File: config.mk
export PLATFORM = sky130hd
export DESIGN_NAME = vga_fb_writer
export DESIGN_NICKNAME = d
export VERILOG_FILES = /design/src/rtl/vga_pkg.sv /design/src/rtl/vga_fb_writer.sv
export SDC_FILE = /design/constraint.sdc
export NUM_CORES = 1
export LEC_CHECK = 0
export ABC_AREA = 1
export BUFFER_PORTS_ARGS = -buffer_cell sky130_fd_sc_hd__buf_2
export CAP_MARGIN = 20
export CORE_MARGIN = 5
export CORE_UTILIZATION = 25
export CTS_BUF_LIST = sky130_fd_sc_hd__clkbuf_4
export DETAILED_ROUTE_END_ITERATION = 10
export PLACE_DENSITY = 0.41
export SYNTH_ARGS = -nofsm -noshare
export SYNTH_HDL_FRONTEND = slang
export SYNTH_SLANG_ARGS = --single-unit
File: constraint.sdc
create_clock -name i_clk -period 4.1 [get_ports i_clk]
set_input_delay 0.82 -clock i_clk [delete_from_list [all_inputs] [get_ports i_clk]]
set_output_delay 0.82 -clock i_clk [all_outputs]
set_load 0.01 [all_outputs]
File: src/rtl/vga_pkg.sv
`default_nettype none
`timescale 1ns/1ps
// ============================================================================
// Module  : vga_pkg
// Brief   : Shared constants and types for the VGA framebuffer writer.
//           It holds the SFR select codes, the CTRL bit positions, the
//           framebuffer geometry defaults and the writer state type.
// Revision: 1.0 - initial release
// ============================================================================
package vga_pkg;

    // Framebuffer geometry defaults: 80x60 pixels, 13-bit video RAM address
    localparam int FB_PIXELS_DEF = 4800;
    localparam int ADDR_W_DEF    = 13;

    // SFR register select codes
    localparam logic [1:0] SEL_ADDR_LO = 2'd0;
    localparam logic [1:0] SEL_ADDR_HI = 2'd1;
    localparam logic [1:0] SEL_DATA    = 2'd2;
    localparam logic [1:0] SEL_CTRL    = 2'd3;

    // CTRL register bit positions
    localparam int CTRL_START_BIT = 0;
    localparam int CTRL_ABORT_BIT = 1;

    // Writer state: byte phase (IDLE/HALF) or hardware fill
    typedef enum logic [1:0] {
        IDLE = 2'd0,
        HALF = 2'd1,
        FILL = 2'd2
    } fb_state_t;

endpackage : vga_pkg
`default_nettype wire

File: src/rtl/vga_fb_writer.sv
`default_nettype none
`timescale 1ns/1ps
// ============================================================================
// Module  : vga_fb_writer
// Brief   : CPU-side framebuffer writer. It assembles byte-wide SFR writes
//           into RGB565 pixels and writes them to video RAM at an
//           auto-incrementing pointer. It can also fill the whole
//           framebuffer with the last assembled colour, reporting busy and
//           done status.
// Revision: 1.0 - initial release
// ============================================================================
module vga_fb_writer
    import vga_pkg::*;
#(
    parameter int FB_PIXELS = FB_PIXELS_DEF,
    parameter int ADDR_W    = ADDR_W_DEF
) (
    input  logic              i_clk,
    input  logic              i_rst,
    input  logic              i_wr_en,
    input  logic [1:0]        i_sfr_sel,
    input  logic [7:0]        i_wr_data,
    output logic [ADDR_W-1:0] o_ram_addr,
    output logic [15:0]       o_ram_data,
    output logic              o_ram_we,
    output logic              o_busy,
    output logic              o_done,
    output logic              o_half
);

    // Framebuffer bounds in address width. The fill counter runs up to
    // c_fb_size, so FB_PIXELS must stay below 2**ADDR_W.
    localparam logic [ADDR_W-1:0] c_fb_size = ADDR_W'(FB_PIXELS);
    localparam logic [ADDR_W-1:0] c_fb_last = ADDR_W'(FB_PIXELS - 1);

    fb_state_t         r_state;
    logic [ADDR_W-1:0] r_ptr;
    logic [ADDR_W-1:0] r_fill_addr;
    logic [15:0]       r_fill_color;
    logic [7:0]        r_low_byte;

    logic              w_wr_lo;
    logic              w_wr_hi;
    logic              w_wr_data;
    logic              w_start;
    logic              w_abort;
    logic [ADDR_W-1:0] w_lo_ptr;
    logic [ADDR_W-1:0] w_hi_ptr;
    logic [ADDR_W-1:0] w_lo_ptr_ok;
    logic [ADDR_W-1:0] w_hi_ptr_ok;
    logic [ADDR_W-1:0] w_ptr_inc;
    logic [15:0]       w_pixel;

    // Decode the SFR write strobe into per-register events
    assign w_wr_lo   = i_wr_en && (i_sfr_sel == SEL_ADDR_LO);
    assign w_wr_hi   = i_wr_en && (i_sfr_sel == SEL_ADDR_HI);
    assign w_wr_data = i_wr_en && (i_sfr_sel == SEL_DATA);
    assign w_abort   = i_wr_en && (i_sfr_sel == SEL_CTRL) && i_wr_data[CTRL_ABORT_BIT];
    // Abort takes priority, so a write with both bits set never starts a fill
    assign w_start   = i_wr_en && (i_sfr_sel == SEL_CTRL) && i_wr_data[CTRL_START_BIT]
                       && !i_wr_data[CTRL_ABORT_BIT];

    // Candidate pointers for an ADDR_LO / ADDR_HI load, keeping the other half
    assign w_lo_ptr = {r_ptr[ADDR_W-1:8], i_wr_data};
    assign w_hi_ptr = {i_wr_data[ADDR_W-9:0], r_ptr[7:0]};

    // Out-of-range loads snap the pointer back to the first pixel
    assign w_lo_ptr_ok = (w_lo_ptr >= c_fb_size) ? '0 : w_lo_ptr;
    assign w_hi_ptr_ok = (w_hi_ptr >= c_fb_size) ? '0 : w_hi_ptr;

    // Post-write pointer wraps from the last pixel to the first
    assign w_ptr_inc = (r_ptr == c_fb_last) ? '0 : r_ptr + 1'b1;

    // High byte arrives second, so it forms the upper half of the pixel
    assign w_pixel = {i_wr_data, r_low_byte};

    // Pointer, byte phase, fill sequencer and all registered outputs
    always_ff @(posedge i_clk or negedge i_rst) begin
        if (!i_rst) begin
            r_state      <= IDLE;
            r_ptr        <= '0;
            r_fill_addr  <= '0;
            r_fill_color <= 16'h0000;
            r_low_byte   <= 8'h00;
            o_ram_addr   <= '0;
            o_ram_data   <= 16'h0000;
            o_ram_we     <= 1'b0;
            o_busy       <= 1'b0;
            o_done       <= 1'b0;
            o_half       <= 1'b0;
        end else begin
            // Write enable and done are single-cycle pulses by default
            o_ram_we <= 1'b0;
            o_done   <= 1'b0;

            case (r_state)
                FILL: begin
                    // SFR address/data writes are dropped while filling
                    if (w_abort) begin
                        // Abort leaves the pointer where the CPU last put it
                        r_state <= IDLE;
                        o_busy  <= 1'b0;
                    end else if (r_fill_addr == c_fb_size) begin
                        // Last pixel went out in the previous cycle
                        r_state <= IDLE;
                        r_ptr   <= '0;
                        o_busy  <= 1'b0;
                        o_done  <= 1'b1;
                    end else begin
                        o_ram_we    <= 1'b1;
                        o_ram_addr  <= r_fill_addr;
                        o_ram_data  <= r_fill_color;
                        r_fill_addr <= r_fill_addr + 1'b1;
                    end
                end

                default: begin
                    if (w_wr_lo) begin
                        r_ptr   <= w_lo_ptr_ok;
                        r_state <= IDLE;
                        o_half  <= 1'b0;
                    end else if (w_wr_hi) begin
                        r_ptr   <= w_hi_ptr_ok;
                        r_state <= IDLE;
                        o_half  <= 1'b0;
                    end else if (w_wr_data) begin
                        if (r_state == HALF) begin
                            o_ram_we     <= 1'b1;
                            o_ram_addr   <= r_ptr;
                            o_ram_data   <= w_pixel;
                            r_fill_color <= w_pixel;
                            r_ptr        <= w_ptr_inc;
                            r_state      <= IDLE;
                            o_half       <= 1'b0;
                        end else begin
                            r_low_byte <= i_wr_data;
                            r_state    <= HALF;
                            o_half     <= 1'b1;
                        end
                    end else if (w_start) begin
                        // First fill write goes out together with busy; any
                        // pending low byte is discarded
                        r_state     <= FILL;
                        o_busy      <= 1'b1;
                        o_half      <= 1'b0;
                        o_ram_we    <= 1'b1;
                        o_ram_addr  <= '0;
                        o_ram_data  <= r_fill_color;
                        r_fill_addr <= ADDR_W'(1);
                    end
                end
            endcase
        end
    end

endmodule : vga_fb_writer
`default_nettype wire
## Yosys cells after proc, flatten, opt, wreduce, memory -nomap -nowiden

Index checks and enable logic that the tools add are counted.

| storage, ports and cells | value |
|---|---|
| register bits after elaboration | 85 |
| bits of input ports | 13 |
| output and inout port bits | 33 |
| logic and storage cells | 125 |

| operators by class | value |
|---|---|
| add/sub/neg operators | 2 |
| reduce and logical (&&, ||, !) cells | 24 |
| multiplexer cells | 64 |
| $lt $le $gt $ge | 2 |
| equal/unequal tests | 17 |
| bitwise logic cells | 4 |

Operators by type and width:

| kind | number |
|---|---|
| $mux W13 | 25 |
| $mux W16 | 8 |
| $add A13 B1 Y13 const B | 2 |
| $eq A13 B13 Y1 const B | 2 |
| $ge A13 B13 Y1 const B | 2 |
| $reduce_and A5 Y1 | 5 |
| $mux W1 | 24 |
| $mux W2 | 7 |
| $reduce_and A6 Y1 | 2 |
| $reduce_bool A4 Y1 | 3 |
| $logic_and A1 B1 Y1 | 7 |
| $eq A2 B2 Y1 const B | 3 |
| $ne A2 B1 Y1 const B | 3 |
| $ne A2 B2 Y1 const B | 3 |
| $ne A3 B1 Y1 const B | 2 |
| $reduce_bool A5 Y1 | 1 |
| $eq A2 B1 Y1 const B | 2 |
| $ne A4 B2 Y1 const B | 1 |
| $not A1 Y1 | 4 |
| $reduce_and A2 Y1 | 2 |
| $ne A3 B3 Y1 const B | 1 |
| $reduce_bool A3 Y1 | 1 |
| $logic_not A2 Y1 | 1 |
| $reduce_bool A2 Y1 | 1 |
| $logic_not A1 Y1 | 1 |

## Logic depth before layout (Yosys ltp)

Gate-level depths: netlist of run 1.

| logic depth | value |
|---|---|
| depth after elaboration | 9 |
| mapped depth | 12 |
| depth with buffers taken out | 11 |

## Worst setup path before layout of run 1

No wires, ideal clock.

| timing | value |
|---|---|
| path kind | in2reg |
| start | input i_wr_en |
| end | register r_ptr[5] |
| data arrival time | 1,786 ps |
| required time | 3,979 ps |
| stages | 9 |
| path slack | 2,193 ps |
| cell sequence | buf_2 -> nand2_2 -> nand2_1 -> nand2_1 -> nor2_1 -> nand3_1 -> buf_2 -> a21oi_1 -> nand2_1 |

| between the ends | value |
|---|---|
| word-level cells in the longest chain between the ends | 4 |
| elaborated cells between the ends (all ways) | 13 |
| classes of those cells | eq/ne: 2; mux: 3; reduce/logical: 8 |

Ends and longest elaborated chain:

| element | line | source |
|---|---|---|
| start, declared | vga_fb_writer.sv:20 | `input logic i_wr_en,` |
| $logic_and A1 B1 Y1, on equally long branches | vga_fb_writer.sv:58, vga_fb_writer.sv:56 |  |
| $logic_and A1 B1 Y1 / $mux W13 (equally long branches) | vga_fb_writer.sv:58, vga_fb_writer.sv:122 |  |
| $ne A2 B2 Y1 (no line) / $mux W13 (equally long branches) | - |  |
| $reduce_and A5 Y1 (no line) / $mux W13 (equally long branches) | - |  |
| end signal, assigned | vga_fb_writer.sv:119 | `r_ptr <= w_lo_ptr_ok;` |
| end signal, assigned | vga_fb_writer.sv:123 | `r_ptr <= w_hi_ptr_ok;` |
| end signal, assigned | vga_fb_writer.sv:132 | `r_ptr <= w_ptr_inc;` |
| end, declared | vga_fb_writer.sv:37 | `logic [ADDR_W-1:0] r_ptr;` |

Several ways; a longest one is shown, not always the timed one.
A chain may end at the register's enable or synchronous reset.

## Final worst setup path of run 1

| timing | value |
|---|---|
| start | register r_state[0] |
| end | register r_fill_addr[0] |

| between the ends | value |
|---|---|
| word-level cells in the longest chain between the ends | 3 |
| elaborated cells between the ends (all ways) | 9 |
| classes of those cells | eq/ne: 6; mux: 1; reduce/logical: 2 |

Ends and longest elaborated chain:

| element | line | source |
|---|---|---|
| start, declared | vga_fb_writer.sv:36 | `fb_state_t r_state;` |
| start signal, assigned | vga_fb_writer.sv:80 | `r_state <= IDLE;` |
| start signal, assigned | vga_fb_writer.sv:101 | `r_state <= IDLE;` |
| start signal, assigned | vga_fb_writer.sv:105 | `r_state <= IDLE;` |
| $eq A2 B2 Y1 (*) | vga_fb_writer.sv:96 | `case (r_state)` |
| $ne A2 B1 Y1 (no line), or another cell as far along | - |  |
| $reduce_and A6 Y1 (no line) | - |  |
| end signal, assigned | vga_fb_writer.sv:113 | `r_fill_addr <= r_fill_addr + 1'b1;` |
| end, declared | vga_fb_writer.sv:38 | `logic [ADDR_W-1:0] r_fill_addr;` |

Every way passes the cells marked *; elsewhere a longest branch is shown, timed or not.

==> results.toml, run 1 <==
[run_status]
status = "finished, final reports clean"

[detailed_routing]
viasPerCell = 4.748
vias = 4283
drc_errors = 0
drt-pass1-iter-count = 6
drt-initial-drc-count = 397
antenna_left = 0
wl_per_cell_um = 16.05
wl_mm = 14.47

[sta]
fin_hold_ws_ns = 0.3118
clock.fmax_mhz = 400.5
skew_ns = 0.02299
setup_viol_count_final = 0
rsz0062_at_grt = "no"
tns_ns = 0
slew_headroom_pct = 49.91
worst_pin_slew_ns = 0.7493
setup_ws_ns = 1.603
fin_crit_sh_pct = 60.89
fin_crit_ns = 2.497
slew_violations = 0
hold_viol_final = 0

[clocking]
cts.sinks = 85
htreeDepth = 3
clk_pin_slew_worst_paths_ns = 0.16
worstSkewPairLatency_ns = 0.47
cts_buffers = 9
post_cts_resized = 0
cts_setup_buffers = 0
cts_tree = "done"
cts_hold_buffers = 0
clk_path_buf_depth = 2
ctsRootBufferMaster = "clkbuf_4"

[grt]
antenna_found_initial = 1
gr-total-overflow = 0
track_usage_pct = 13.91
grt_pass1_wl_mm = 23.57
grt_pass1_vias = 4093
grt_max_degree = 79

[cells_and_area]
drive_gt1_share_pct = 11.46
area_growth_pct = 13.02
nets = 686

[setup_path]
cp-start-kind = "flip-flop"
cp_max_fo = 24
arrival_ns = 2.90
critPathKind = "flip-flop to flip-flop"
required_ns = 4.50
worstSetupEndpointType = "flip-flop"

[synth]
seq_area_frac_synth_pct = 46.49
synth_top_area_cell = "dfrtp_1"
syn_inst = 629
syn_nets = 648
postSynth.asyncResetShare_pct = 100.0
avgSynthCellArea_um2 = 7.274
synth_ff_type = "dfrtp_1"
synthTopCellsByArea = "dfrtp_1 46%, nand2_1 19%, nand3_1 9.1%"
netlist.area_leader.share_pct = 46.49
ys_seq_elements = 85
synth.cell_area_um2 = 4576
ys_warn_count = 0
synth_edf_count = 0
ys_types = 26

[place]
hpwl_mm = 10.47
port_buffers = 45
place_congestion = 0.8783
dp_worst_setup_slack_ns = 1.473

[power_and_ir_drop]
finalPower_w = 0.003052
p_comb_share_pct = 43.1
ir_drop_mv = 0.2536
p_sw_share_pct = 46.37
pwr-share-clk_pct = 15.6
p_leak_nw = 2.710
seqPwrFrac_pct = 41.3
p_int_w = 0.001637
pwr_density_cell_nw_per_um2 = 590.3
power_switching_w = 0.001415

[floorplanning]
die_w_um = 145.3
die_h_um = 145.3
initial_core_util_pct = 25.47
core_um2 = 17960
io_pins = 46
die_area_um2 = 21110
rows = 49

[job]
cap_violations = 0

[min_path]
min_path_type = "primary input to asynchronous set/reset pin"
## worst max-delay path, stage by stage, from the launching register on
cell     delay, ns
dfrtp_1       0.41
inv_1         0.05
ha_1          0.18
buf_4         0.22
inv_4         0.25
nor2_1        0.14
inv_1         0.07
nand3_1       0.53
inv_1         0.39
nand2_1       0.08
o21ai_1       0.09
## flip-flops by register name, summed over array words and instances, names as in the netlist
signal,count
o_ram_data,16
o_ram_we,1
r_low_byte,8
r_state,2
r_fill_color,16
r_fill_addr,13
r_ptr,13
o_half,1
o_done,1
o_busy,1
o_ram_addr,13
## cell families after synthesis
logic type / count (synthesis) / synth area share (%)
muxes: 2 / 0.4922
AOI/OAI and AO/OA: 71 / 8.203
buffers and inverters: 84 / 7.739
and+or+nand+nor: 374 / 34.10
xor gates and xnor gates: 7 / 1.340
DFF: 85 / 46.49
adders and majority gates: 6 / 1.641
## layout make-up
| class | count | area [um^2] |
|---|---|---|
| fillers | 2012 | 12790 |
| flip-flops and latches | 85 | 2127 |
| multi-input cells | 460 | 2095 |
| repair buffers | 52 | 312.8 |
| well taps | 229 | 286.5 |
| inverters | 59 | 224.0 |
| clock buffers | 9 | 67.56 |
| clock inverters | 7 | 56.30 |
| diodes | 1 | 2.502 |
## layout by cell type (no fill, tap or decap), types with 3 or more instances in the layout
| cell | instances |
|---|---|
| nor2_1 | 34 |
| ha_1 | 6 |
| dfrtp_1 | 85 |
| o21ai_0 | 44 |
| nand4_1 | 9 |
| nor2_2 | 3 |
| buf_4 | 6 |
| nand2_1 | 237 |
| o21ai_1 | 6 |
| xor2_1 | 6 |
| clkbuf_4 | 9 |
| nand3_1 | 83 |
| a21oi_1 | 5 |
| nor3_1 | 3 |
| o22ai_1 | 16 |
| inv_1 | 57 |
| buf_2 | 44 |
## power groups by stage
| stage | registers (W) | clock network [W] | logic [W] |
|---|---|---|---|
| after floorplan | 0.00127 | 0 | 0.000866 |
| after global placement | 0.00127 | 0 | 0.00128 |
| after detailed placement | 0.00128 | 0 | 0.00128 |
| after CTS | 0.00126 | 0.000496 | 0.00129 |
| after global routing | 0.00130 | 0.000533 | 0.00149 |
| final | 0.00126 | 0.000475 | 0.00132 |
## Yosys cell counts, drive strengths merged, types with 6 or more instances
cell	count
nand2	239
dfrtp	85
nand3	83
inv	59
o21ai	50
nor2	38
buf	20
o22ai	16
nand4	9
ha	6
xor2	6
## layer usage
layer | track usage (%) | up-vias | routed length (um)
li1 | - | 2099 | -
met1 | 21.27 | 2041 | 7523
met2 | 19.51 | 128 | 6022
met4 | 4.524 | 0 | 208
met3 | 2.744 | 15 | 718
met5 | 0 | - | 0
## path summary, 6_finish.rpt
path | end | cells after the start | from | slack, ns
min in group i_clk | o_half | 2 | o_half | 0.50
hold / removal | r_ptr[8] | 1 | i_rst | 0.31
setup / recovery | r_fill_addr[0] | 10 | r_state[0] | 1.60
max in group asynchronous | o_ram_addr[2] | 2 | i_rst | 3.15
setup reg to reg | r_fill_addr[0] | 10 | r_state[0] | 1.60
hold reg to reg | o_half | 2 | o_half | 0.50
## per-stage QoR
stage	utilization [%]	cell area (um^2)	cells
4_1_cts	28.51	5121	899
3_3_place_gp	27.82	4997	883
5_1_grt	28.79	5171	902
6_report	28.79	5171	902
3_5_place_dp	27.82	4997	883
2_1_floorplan	-	4576	629
Note: power is estimated with default switching activity, not from simulation.
==> run 2, diff against run 1 <==
Clock period 4.1 ns to 2.4 ns, I/O delays scaled along.
==> run 2 against run 1 <==
Worst setup slack got worse by 1.2 ns. Fmax increased by 24%. First-iteration DRC count decreased by 22%. Design area increased by 0.73%. Clock skew decreased by 0.0059 ns. Critical path depth unchanged. Die area unchanged.
==> results.toml, run 2 (synthesis results as in run 1) <==
[setup_path]
critPathKind = "flip-flop to flip-flop"
worst-r2r-setup-slack_ns = 0.39
cp-start-kind = "flip-flop"
arrival_ns = 2.41
required_ns = 2.80
rr_endpoint = "r_ptr[6]"
critPathLaunch = "r_fill_addr[1]"
worstSetupEndpointType = "flip-flop"
r2r_cells = 10
reg2reg_from = "r_fill_addr[1]"
cp_max_fo = 11

[cells_and_area]
reg.largest.list = "o_ram_data x16, r_fill_color x16"
layout_common_cells = "237 x nand2_1, 85 x dfrtp_1, 82 x nand3_1"
area_growth_pct = 13.84
layout_commonest_cell = "nand2_1"
num-fill-cells = 2008
drive_gt1_share_pct = 12.09
stdcell_count = 908
nets = 692

[detailed_routing]
viasPerCell = 4.635
vias = 4209
drc_errors = 0
wl_mm = 13.90
antenna_left = 0
drt-pass1-iter-count = 5
drt-initial-drc-count = 310
wl_per_cell_um = 15.31

[sta]
slew_headroom_pct = 72.11
skew_ns = 0.01711
clock.fmax_mhz = 497.8
setup_ws_ns = 0.3910
rsz0062_at_grt = "no"
slew_violations = 0
fin_crit_ns = 2.009
worst_pin_slew_ns = 0.4179
fin_crit_sh_pct = 83.71
hold_viol_final = 0
setup_viol_count_final = 0
tns_ns = 0

[job]
cap_violations = 0

[power_and_ir_drop]
p_leak_nw = 2.726
pwr_density_cell_nw_per_um2 = 992.4
ir_drop_mv = 0.3454

[grt]
antenna_found_initial = 1
grtUsageMet2_pct = 18.13
grt_pass1_vias = 4005
gr-total-overflow = 0
grt_pass1_wl_mm = 22.62
grtUsageMet3_pct = 2.682
met1_usage_pct = 20.64
track_usage_pct = 13.25
grt_max_degree = 62
grt.busiest_layer = "met1"

[place]
hpwl_mm = 10.39
port_buffers = 45
dp_worst_setup_slack_ns = 0.1348
dp.cells = 890
place_congestion = 0.8583

[min_path]
whs_endpoint = "r_low_byte[5]"
hp-start = "i_wr_data[5]"
hold_path_depth = 3
min_path_type = "primary input to flip-flop"

[clocking]
ctsRootBufferMaster = "clkbuf_4"
cts.sinks = 85
htreeDepth = 3
worstSkewPairLatency_ns = 0.46
clk_pin_slew_worst_paths_ns = 0.15
cts_buffers = 9
clk_path_buf_depth = 2
cts_tree = "done"

[run_status]
status = "finished, final reports clean"

[floorplanning]
rows = 49
io_pins = 46
die_area_um2 = 21110
core_um2 = 17960
initial_core_util_pct = 25.47
die_w_um = 145.3
die_h_um = 145.3
-- run 2: critical path, stage by stage, from the launching register on --
cell and delay, ns:
dfrtp_1 0.44, inv_1 0.13, ha_1 0.17, nand2_1 0.05
nor2_1 0.15, nand3_1 0.23, nand2_1 0.16, nand3_2 0.25
nor2_4 0.25, nand2_1 0.07, nand2_1 0.06
-- run 2: how the worst max path moves through the flow --
stage	endpoint	slack [ns]	cells after the start
after floorplan	r_fill_color[11]	0.69	9
final	r_ptr[6]	0.39	10
after CTS	r_ptr[6]	0.09	10
after global placement	r_ptr[4]	0.20	10
after detailed placement	r_ptr[6]	0.13	10
after global routing	r_ptr[6]	0.17	10
-- run 2: power breakdown --
part           total (W)  switching (W)  internal [W]
logic            0.00222        0.00152      0.000706
clock network   0.000797       0.000563      0.000234
registers        0.00215       0.000292       0.00186
-- run 2: cell type report --
cell class | instances | area [um^2] | share of cell area [%]
clock buffers | 10 | 75.07 | 1.441
clock inverters | 6 | 48.80 | 0.9368
multi-input cells | 460 | 2105 | 40.40
inverters | 59 | 224.0 | 4.300
well taps | 229 | 286.5 | 5.501
flip-flops and latches | 85 | 2127 | 40.84
repair buffers | 58 | 340.3 | 6.534
diodes | 1 | 2.502 | 0.04804
-- run 2: routing by layer --
| layer | up-vias | wire length, um |
|---|---|---|
| li1 | 2111 | - |
| met1 | 1970 | 7215 |
| met2 | 115 | 5637 |
| met3 | 13 | 849 |
| met4 | 0 | 196 |
| met5 | - | 0 |
-- run 2: through the flow --
stage | area, um^2 | power, W | hold slack [ns] | util [%]
after global routing | 5209 | 0.005655 | 0.2836 | 29.00
after floorplan | 4576 | 0.003652 | 0.1844 | -
after detailed placement | 5062 | 0.004408 | 0.4320 | 28.18
after CTS | 5196 | 0.005231 | 0.2597 | 28.93
after global placement | 5062 | 0.004393 | 0.4336 | 28.18
final | 5209 | 0.005169 | 0.3105 | 29.00
-- run 2: timing repair --
item                                    CTS  global route
hold buffers                              1             0
hold endpoints to repair                 24             0
resized for setup                         0             2
setup buffers                             0             0
endpoints found under the setup margin    0             6
==> run 3, diff against run 2 <==
Settings changed: ABC_AREA 1 to 0, PLACE_DENSITY 0.41 to 0.43.
Clock period 2.4 ns to 1.7 ns, I/O delays scaled along.
==> run 3 against run 2 <==
The run now ends with negative setup slack left. Area after synthesis fell by 6.2%. Via count fell by 11%. Global-route usage rose by 0.91 points. Total power rose by 17%. Sequential cell count did not move. Design area rose by 15%. Sequential power rose by 29%. Non-clock buffer count rose by 89. Largest cell class is now multi-input gates.
==> results.toml, run 3 <==
[run_status]
status = "finished, violations left"
failed_checks = "negative setup slack"

[grt]
gr-total-overflow = 0
track_usage_pct = 14.16
antenna_found_initial = 1
grt_pass1_wl_mm = 21.90
grt_pass1_vias = 3873
grt_max_degree = 86

[setup_path]
r2r_cells = 8
required_ns = 2.07
worst-r2r-setup-slack_ns = -0.56
worstSetupEndpointType = "flip-flop"
reg2reg_from = "r_fill_addr[0]"
arrival_ns = 2.63
rr_endpoint = "o_ram_data[11]"
cp-start-kind = "flip-flop"
cp_max_fo = 11
critPathKind = "flip-flop to flip-flop"

[clocking]
htreeDepth = 3
cts.sinks = 85
clk_pin_slew_worst_paths_ns = 0.14
cts_tree = "done"
ctsRootBufferMaster = "clkbuf_4"
cts_buffers = 9
worstSkewPairLatency_ns = 0.47
clk_path_buf_depth = 2

[power_and_ir_drop]
p_int_w = 0.004144
ir_drop_mv = 0.3918
p_comb_share_pct = 28.6
pwr_density_cell_nw_per_um2 = 1008
pwr-share-clk_pct = 25.6
power_switching_w = 0.001903
seqPwrFrac_pct = 45.8
p_leak_nw = 2.729
p_sw_share_pct = 31.47

[detailed_routing]
viasPerCell = 4.688
vias = 3727
drt-initial-drc-count = 195
wl_per_cell_um = 17.01
drt-pass1-iter-count = 4
wl_mm = 13.52
antenna_left = 0
drc_errors = 0

[place]
port_buffers = 45
place_congestion = 0.8053
hpwl_mm = 9.632

[synth]
netlist.area_leader.share_pct = 49.58
synth.most_common_cell = "dfrtp_1"
ys_types = 53
synth_edf_count = 0
avgSynthCellArea_um2 = 9.954
synthTopCellsByArea = "dfrtp_1 50%, mux2_2 6.0%, nand2_1 5.3%"
syn_inst = 431
synth_ff_type = "dfrtp_1"
syn_nets = 450
postSynth.asyncResetShare_pct = 100.0
synth_top_area_cell = "dfrtp_1"
seq_area_frac_synth_pct = 49.58
synth_common_cells = "85 x dfrtp_1, 61 x nand2_1, 41 x o21ai_0"
ys_seq_elements = 85
synth.cell_area_um2 = 4290
ys_warn_count = 0

[job]
cap_violations = 0

[cells_and_area]
area_growth_pct = 39.75
layout_commonest_cell = "buf_4"
seq_area_um2 = 2127
fin_util_pct = 35.15
nets = 583
layout_common_cells = "87 x buf_4, 85 x dfrtp_1, 53 x nand2_1"
reg.largest.list = "o_ram_data x16, r_fill_color x16"
num-fill-cells = 1790
multiInputGateArea_um2 = 2227
drive_gt1_share_pct = 39.89

[min_path]
whs_endpoint = "r_low_byte[5]"
hold_path_depth = 2
min_path_type = "primary input to flip-flop"
hp-start = "i_wr_data[5]"

[floorplanning]
initial_core_util_pct = 25.15
die_h_um = 141
die_w_um = 141
io_pins = 46
core_um2 = 17060
die_area_um2 = 19880
rows = 48

[sta]
rsz0062_at_grt = "yes"
skew_ns = 0.01423
slew_headroom_pct = 66.62
setup_ws_ns = -0.5577
fin_hold_ws_ns = 0.1815
slew_violations = 0
clock.fmax_mhz = 442.9
fin_crit_sh_pct = 132.8
hold_viol_final = 0
fin_crit_ns = 2.258
tns_ns = -22.02
setup_viol_count_final = 50
worst_pin_slew_ns = 0.5008
-- run 3: cell types whose count changed after synthesis, sizes merged, moves of 6 or more --
cell,delta
a22oi,+18
mux2,+21
mux2i,+17
nor2,-13
buf,-12
xnor2,+6
a21oi,+7
nand3,-76
nand2,-178
o22ai,-14
inv,-44
clkbuf,+12
-- run 3: worst max-delay path, cell delays in order (launching register included) --
cell	delay, ns
dfrtp_1	0.42
inv_2	0.08
ha_4	0.12
or4b_4	0.47
or3_4	0.36
a32oi_4	0.28
buf_4	0.20
clkbuf_16	0.15
o21ai_0	0.08
-- run 3: power by group through the flow --
stage / Combinational (W) / Sequential [W] / Clock (W)
6_report: 0.00173 / 0.00277 / 0.00155
3_3_place_gp: 0.00159 / 0.00281 / 0
2_1_floorplan: 0.000782 / 0.00289 / 0
4_1_cts: 0.00170 / 0.00278 / 0.00162
3_5_place_dp: 0.00160 / 0.00283 / 0
5_1_grt: 0.00193 / 0.00285 / 0.00168
-- run 3: how the worst max path moves through the flow --
| stage | slack [ns] | to | start |
|---|---|---|---|
| floorplan | -0.38 | o_ram_addr[10] | r_fill_addr[0] |
| global placement | -0.41 | o_ram_data[14] | r_fill_addr[0] |
| detailed placement | -0.47 | o_ram_data[6] | r_fill_addr[0] |
| CTS | -0.42 | o_ram_addr[11] | r_fill_addr[0] |
| global route | -0.62 | o_ram_data[5] | r_fill_addr[0] |
| finish | -0.56 | o_ram_data[11] | r_fill_addr[0] |
-- run 3: final cells by class --
| type | instances | share of cell area [%] |
|---|---|---|
| Inverter | 15 | 0.9391 |
| Clock inverter | 6 | 1.982 |
| Tap cell | 225 | 4.695 |
| Timing Repair Buffer | 147 | 18.47 |
| Sequential cell | 85 | 35.48 |
| Multi-Input combinational cell | 306 | 37.15 |
| Clock buffer | 10 | 1.252 |
| Antenna cell | 1 | 0.04174 |
-- run 3: per-layer routing --
metal | vias up | share of wire [%] | track usage [%]
li1 | 1808 | - | -
met1 | 1838 | 47 | 19.01
met2 | 69 | 48 | 23.36
met3 | 12 | 3.4 | 2.714
met4 | 0 | 1.4 | 3.978
met5 | - | 0 | 0
-- run 3: cell families (layout without fill, tap and decap cells) --
| logic type | after synthesis | count (layout) | share of synthesized area (%) |
|---|---|---|---|
| other | 0 | 1 | 0 |
| AND/OR/NAND/NOR | 134 | 134 | 15.02 |
| buffers and inverters | 40 | 178 | 3.995 |
| AO/OA/AOI/OAI | 112 | 112 | 16.80 |
| XOR/XNOR | 14 | 14 | 2.858 |
| flip-flops | 85 | 85 | 49.58 |
| multiplexers | 40 | 40 | 10.00 |
| adder cells (fa/ha/maj) | 6 | 6 | 1.750 |
-- run 3: through the flow --
stage	instances	power, W	worst slack [ns]	area [um^2]
after floorplan	431	0.003670	-0.3779	4403
after global placement	763	0.004392	-0.4063	5493
after detailed placement	763	0.004428	-0.4683	5493
after CTS	790	0.006095	-0.4194	5898
after global routing	795	0.006461	-0.6241	5996
final	795	0.006047	-0.5577	5996
-- run 3: repair_timing --
item	in CTS	in global routing
buffers inserted	10	6
endpoints found under the setup margin	83	83
hold buffers	1	0
gates cloned	1	2
gates resized for setup	46	27
hold endpoints to repair	85	0
pin swaps	17	17
